### config.mk
export PLATFORM = sky130hd
export DESIGN_NAME = wb_forward_buffer
export DESIGN_NICKNAME = d
export VERILOG_FILES = /design/src/rtl/wb_forward_buffer_pkg.sv /design/src/rtl/wb_forward_buffer_fwd_match.sv /design/src/rtl/wb_forward_buffer.sv
export SDC_FILE = /design/constraint.sdc
export NUM_CORES = 1
export LEC_CHECK = 0
export BUFFER_PORTS_ARGS = -buffer_cell sky130_fd_sc_hd__buf_2
export CAP_MARGIN = 20
export CORE_MARGIN = 2
export CORE_UTILIZATION = 60
export DETAILED_ROUTE_END_ITERATION = 10
export PLACE_DENSITY = 0.81
export SYNTH_ARGS = -nofsm -noshare
export SYNTH_HDL_FRONTEND = slang
export SYNTH_SLANG_ARGS = --single-unit
### constraint.sdc
create_clock -name clk -period 11.56 [get_ports clk]
set_clock_uncertainty 0.1 [all_clocks]
set_input_delay 1.156 -clock clk [delete_from_list [all_inputs] [get_ports clk]]
set_output_delay 1.156 -clock clk [all_outputs]
set_load 0.02 [all_outputs]
### src/rtl/wb_forward_buffer_pkg.sv
// rtl/wb_forward_buffer_pkg.sv - shared pipeline types and widths for the writeback forward buffer
package wb_forward_buffer_pkg;

  localparam int REG_W         = 5;
  localparam int DATA_W        = 32;
  localparam int DEPTH_DEFAULT = 4;

  // One retained writeback: valid flag, destination register and written value.
  typedef struct packed {
    logic              valid;
    logic [REG_W-1:0]  rd;
    logic [DATA_W-1:0] data;
  } wb_entry_t;

endpackage

### src/rtl/wb_forward_buffer_fwd_match.sv
// rtl/wb_forward_buffer_fwd_match.sv - newest-match priority search over the retained entries
module fwd_match
  import wb_forward_buffer_pkg::*;
#(
  parameter int DEPTH = DEPTH_DEFAULT,
  parameter int PW    = (DEPTH > 1) ? $clog2(DEPTH) : 1
) (
  input  wb_entry_t [DEPTH-1:0] entries,
  input  logic [PW-1:0]         wptr,
  input  logic [REG_W-1:0]      rs,
  output logic                  hit,
  output logic [DATA_W-1:0]     data
);

  logic [PW-1:0] idx;

  // Walk from the oldest slot (wptr) to the newest (wptr-1); later matches overwrite earlier ones.
  always_comb begin
    hit  = 1'b0;
    data = '0;
    idx  = '0;
    for (int i = 0; i < DEPTH; i++) begin
      idx = wptr + PW'(i);
      if (entries[idx].valid && (entries[idx].rd == rs)) begin
        hit  = 1'b1;
        data = entries[idx].data;
      end
    end
  end

endmodule

### src/rtl/wb_forward_buffer.sv
// rtl/wb_forward_buffer.sv - circular buffer of recent writebacks with combinational forwarding lookup
module wb_forward_buffer
  import wb_forward_buffer_pkg::*;
#(
  parameter int DEPTH = DEPTH_DEFAULT
) (
  input  logic              clk,
  input  logic              rst_n,
  input  logic              stall_WBEXT,
  input  logic              flush,
  input  logic              wr_en_WB,
  input  logic [REG_W-1:0]  rd_WB,
  input  logic [DATA_W-1:0] WriteData_WB,
  input  logic [REG_W-1:0]  rs1,
  input  logic [REG_W-1:0]  rs2,
  output logic              hit1,
  output logic              hit2,
  output logic [DATA_W-1:0] data1,
  output logic [DATA_W-1:0] data2,
  output logic [3:0]        count
);

  localparam int PW = (DEPTH > 1) ? $clog2(DEPTH) : 1;

  logic [DEPTH-1:0]  valid_q;
  logic [REG_W-1:0]  rd_q   [DEPTH];
  logic [DATA_W-1:0] data_q [DEPTH];
  logic [PW-1:0]     wptr_q;
  logic [3:0]        count_q;

  wb_entry_t [DEPTH-1:0] entries;

  logic              capture;
  logic              m_hit1, m_hit2;
  logic [DATA_W-1:0] m_data1, m_data2;

  assign capture = wr_en_WB & ~stall_WBEXT & ~flush;

  // Control state: valid bits, write pointer and occupancy; flush wins over capture and stall.
  always_ff @(posedge clk or negedge rst_n) begin
    if (!rst_n) begin
      valid_q <= '0;
      wptr_q  <= '0;
      count_q <= '0;
    end else if (flush) begin
      valid_q <= '0;
      wptr_q  <= '0;
      count_q <= '0;
    end else if (capture) begin
      valid_q[wptr_q] <= 1'b1;
      wptr_q          <= wptr_q + 1'b1;
      if (count_q != 4'(DEPTH)) begin
        count_q <= count_q + 4'd1;
      end
    end
  end

  // Payload storage; a stale payload is harmless because it is only seen through its valid bit.
  always_ff @(posedge clk) begin
    if (capture) begin
      rd_q[wptr_q]   <= rd_WB;
      data_q[wptr_q] <= WriteData_WB;
    end
  end

  // Gather the slots into entry records for the search blocks.
  always_comb begin
    for (int i = 0; i < DEPTH; i++) begin
      entries[i].valid = valid_q[i];
      entries[i].rd    = rd_q[i];
      entries[i].data  = data_q[i];
    end
  end

  fwd_match #(.DEPTH(DEPTH), .PW(PW)) u_match1 (
    .entries (entries),
    .wptr    (wptr_q),
    .rs      (rs1),
    .hit     (m_hit1),
    .data    (m_data1)
  );

  fwd_match #(.DEPTH(DEPTH), .PW(PW)) u_match2 (
    .entries (entries),
    .wptr    (wptr_q),
    .rs      (rs2),
    .hit     (m_hit2),
    .data    (m_data2)
  );

  // The live WB write outranks every stored entry, regardless of stall, flush or reset.
  always_comb begin
    if (wr_en_WB && (rd_WB == rs1)) begin
      hit1  = 1'b1;
      data1 = WriteData_WB;
    end else begin
      hit1  = m_hit1;
      data1 = m_data1;
    end
    if (wr_en_WB && (rd_WB == rs2)) begin
      hit2  = 1'b1;
      data2 = WriteData_WB;
    end else begin
      hit2  = m_hit2;
      data2 = m_data2;
    end
  end

  assign count = count_q;

endmodule

==> out/qor.csv <==
stage,metric,value,unit
run_status,outcome,"complete, no violations",
pwr,power.net_switching,406.1,uW
timing,period_needed,7126,ps
pwr,combPwrFrac,0.187,
timing,hold_violations,0,
yosys,synth_fp_nets,1185,
timing,worstMarginPinSlew,1065,ps
routing,vias,10259,
floorplanning,die_height,145.6,um
cts,cts-hold-fix-buffers,0,
floorplanning,die_w,145.6,um
min_path,hp-start,valid_q[1],
cts,cts_root_buffer,clkbuf_16,
pwr,pwr_density_cell,111.9,nW/um^2
yosys,synthArstFlopShare,0.06329,
pwr,switching_share,0.2730,
critical_path,worstPathCellList,inv_1 > ha_2 > buf_4 > mux4_2 > xnor2_1 > nand2_1 > nor4_4 > nor3_2 > buf_4 > a221oi_1 > o31ai_1 > buf_2,
critical_path,crit_path_start_kind,register,
cts,cts_resized,0,
floorplanning,die-area,21210,sq um
critical_path,crit_required,10300,ps
timing,max_freq,140.3,MHz
timing,holdWs,468.8,ps
yosys,ys.warnings.count,0,
critical_path,r2r-start,wptr_q[0],
yosys,avgSynthCellArea,10.68,sq um
pwr,max-vdd-ir-drop,0.1054,mV
pwr,clock_power_share,0.374,
global_route,overflow,0,
min_path,worstHoldPathCells,1,
floorplanning,start_util,0.6144,
layout,seq_area,4702,sq um
cts,cts_num_sinks,158,
pwr,p_seq_frac,0.439,
critical_path,cp-end-kind,primary output,
cts,clock_path_buffers,2,
yosys,ys_ff_latch,158,
flow_run,cap_viol_max_count,0,
cts,htree_levels,4,
cts,clk_pin_slew,60,ps
routing,postRouteAntennaNets,0,
layout,multiInputGateArea,6813,sq um
global_route,grt.total_usage,0.3207,
timing,layout_setup_ws,4434,ps
critical_path,crit_start,wptr_q[1],
min_path,min-delay-path-class,reg2reg,
critical_path,path_class,reg2out,
cts,post_cts_buffers,0,
min_path,hold_path_end,valid_q[1],
layout,drive_above_1_share,0.2690,
critical_path,cpPeakStageDelay,1130,ps
critical_path,path_common_cell,buf_4,
critical_path,regToRegEndpoint,rd_q[1][1],
floorplanning,io_pins,122,
critical_path,critPathMaxFanout,81,
layout,syn_to_final_growth,10.50,%
yosys,syn_area,12040,sq um
placement,place_ws,5132,ps
cts,cts_buffers,17,
pwr,intPower,1.082,mW
pwr,power.leakage,4.409,nW
timing,slew_viol_final,0,
critical_path,ff2ff_setup_slack,8140,ps
global_route,grt_max_degree,82,
global_route,grt_pass1_vias,10057,
yosys,postSynthCellCount,1127,
yosys,ys_seq_area_frac,0.3901,
routing,drt_wl_total,34480,um
critical_path,rr_worst_depth,4,
timing,setup_viol,0,
yosys,synth_edf_count,148,
routing,route.detailed.drc,0,
global_route,grt_pass1_wl,53480,um
timing,rsz0062_at_grt,false,
layout,fin_nets,1227,
layout,final_core_util,0.6789,
cts,clkLatencyLatePin,430,ps
placement,port_buffers,121,
timing,period_share,0.6164,
routing,viasPerCell,7.080,
routing,drtIter0Drc,1465,
floorplanning,core_region_area,19590,sq um
routing,dr.pass1.iters,9,
floorplanning,num_rows,51,
critical_path,arrival,5870,ps
pwr,power,1.488,mW
critical_path,slowest_stage,dfrtp_4,
placement,place_congestion,0.8924,
layout,final.fill_count,1453,
placement,place_hpwl,20890,um
yosys,synthFlopType,edfxtp_1,
yosys,synth.distinct_cells,50,
routing,wl_per_cell,23.80,um
cts,cts_tree,built,
global_route,antenna_found_initial,2,
timing,tns,0,ps
timing,slew_headroom,0.2898,
## worst max-delay path by stage
stage	to	depth (start not counted)
global placement	data2[31]	12
global route	data2[31]	12
CTS	data2[31]	12
finish	data2[31]	12
floorplan	data2[20]	17
detailed placement	data2[31]	12
## per-layer routing
metal | track usage | vias up | wire length (um)
li1 | - | 4528 | -
met1 | 0.4217 | 4903 | 12840
met2 | 0.5182 | 705 | 16400
met3 | 0.06207 | 123 | 4037
met4 | 0.1495 | 0 | 1210
met5 | 0 | - | 0
## stage by stage
stage | std cells | cell area, sq um
2_1_floorplan | 1127 | 12040
3_3_place_gp | 1411 | 12640
3_5_place_dp | 1412 | 12650
4_1_cts | 1444 | 13230
5_1_grt | 1449 | 13300
6_report | 1449 | 13300
## power groups by stage
stage,clock network (mW),logic (mW),registers [mW]
final,0.557,0.279,0.653
after global routing,0.584,0.297,0.654
after CTS,0.556,0.271,0.652
after detailed placement,0,0.269,0.664
after global placement,0,0.263,0.663
after floorplan,0,0.212,0.651
## state kept, by name, indices dropped and copies added (netlist names)
| register | cells |
|---|---|
| data_q | 128 |
| wptr_q | 2 |
| count | 4 |
| valid_q | 4 |
| rd_q | 20 |
## layout by cell type (no fill, tap or decap), types with 28 or more instances in the layout
| cell type | netlist | final |
|---|---|---|
| o21ai_0 | 33 | 32 |
| a211oi_1 | 54 | 54 |
| nand2_1 | 81 | 81 |
| nor3_1 | 37 | 35 |
| xnor2_1 | 40 | 40 |
| a221o_1 | 29 | 29 |
| buf_2 | 31 | 121 |
| a21oi_1 | 68 | 68 |
| or3_1 | 34 | 34 |
| edfxtp_1 | 148 | 148 |
| mux4_2 | 56 | 56 |
| nor2b_1 | 29 | 28 |
| mux2_2 | 36 | 36 |
| nor2_1 | 76 | 74 |
| mux2i_1 | 73 | 73 |
| o31ai_1 | 65 | 65 |
## Yosys cell counts (2+ instances only)
master | number | area [sq um]
clkbuf_1 | 77 | 289.0
a211oi_1 | 54 | 405.4
buf_1 | 9 | 33.78
nand3_1 | 3 | 15.01
buf_4 | 2 | 15.01
or3_1 | 34 | 212.7
nand2b_1 | 3 | 18.77
a21o_1 | 4 | 30.03
and3_1 | 2 | 12.51
nand2_1 | 81 | 304.0
nor3_1 | 37 | 185.2
mux4_2 | 56 | 1261
ha_1 | 6 | 75.07
o31ai_1 | 65 | 488.0
a21oi_1 | 68 | 340.3
a221oi_2 | 10 | 150.1
o41a_1 | 3 | 33.78
a221oi_1 | 21 | 183.9
or2_2 | 2 | 12.51
dfrtp_1 | 10 | 250.2
buf_6 | 4 | 45.04
xnor2_1 | 40 | 350.3
nor2_1 | 76 | 285.3
buf_2 | 31 | 155.2
a31o_1 | 11 | 96.34
nand4_1 | 3 | 18.77
mux2_2 | 36 | 405.4
or4_1 | 2 | 15.01
mux2_1 | 2 | 22.52
and2_1 | 6 | 37.54
nor4_1 | 2 | 12.51
mux2i_1 | 73 | 730.7
nor2b_1 | 29 | 181.4
edfxtp_1 | 148 | 4444
a31o_2 | 21 | 183.9
inv_1 | 7 | 26.28
a221o_1 | 29 | 290.3
o211ai_1 | 4 | 30.03
xor2_1 | 13 | 113.9
o21ai_0 | 33 | 165.2
## critical path, delay by kind of cell, from the launching register on
kind	cells	cell delay, ps
xor+xnor	1	140
flops	1	1130
buf+inv	4	1500
simple gates	3	880
mux	1	610
compound gates	2	560
fa+ha+maj	1	580
## final cells by class
type                       instances  share of cell area
clock buffer                      25             0.03726
tap                              265             0.02493
clock inverter                     7            0.006586
inverter                           8            0.002258
multi-input combinational        838              0.5123
sequential                       158              0.3536
antenna                            2           0.0003763
timing repair buffer             146             0.06275
## kinds of logic (layout without fill, tap and decap cells)
group	count (synthesis)	after routing	share of synthesized area
AO/OA/AOI/OAI	329	329	0.2036
XOR/XNOR	53	53	0.03857
adder cells (fa/ha/maj)	6	6	0.006237
buffers and inverters	131	186	0.04720
flip-flops	158	158	0.3901
multiplexers	168	168	0.2029
other	0	2	0
AND/OR/NAND/NOR	282	282	0.1114
(Power assumes the default switching activity.)
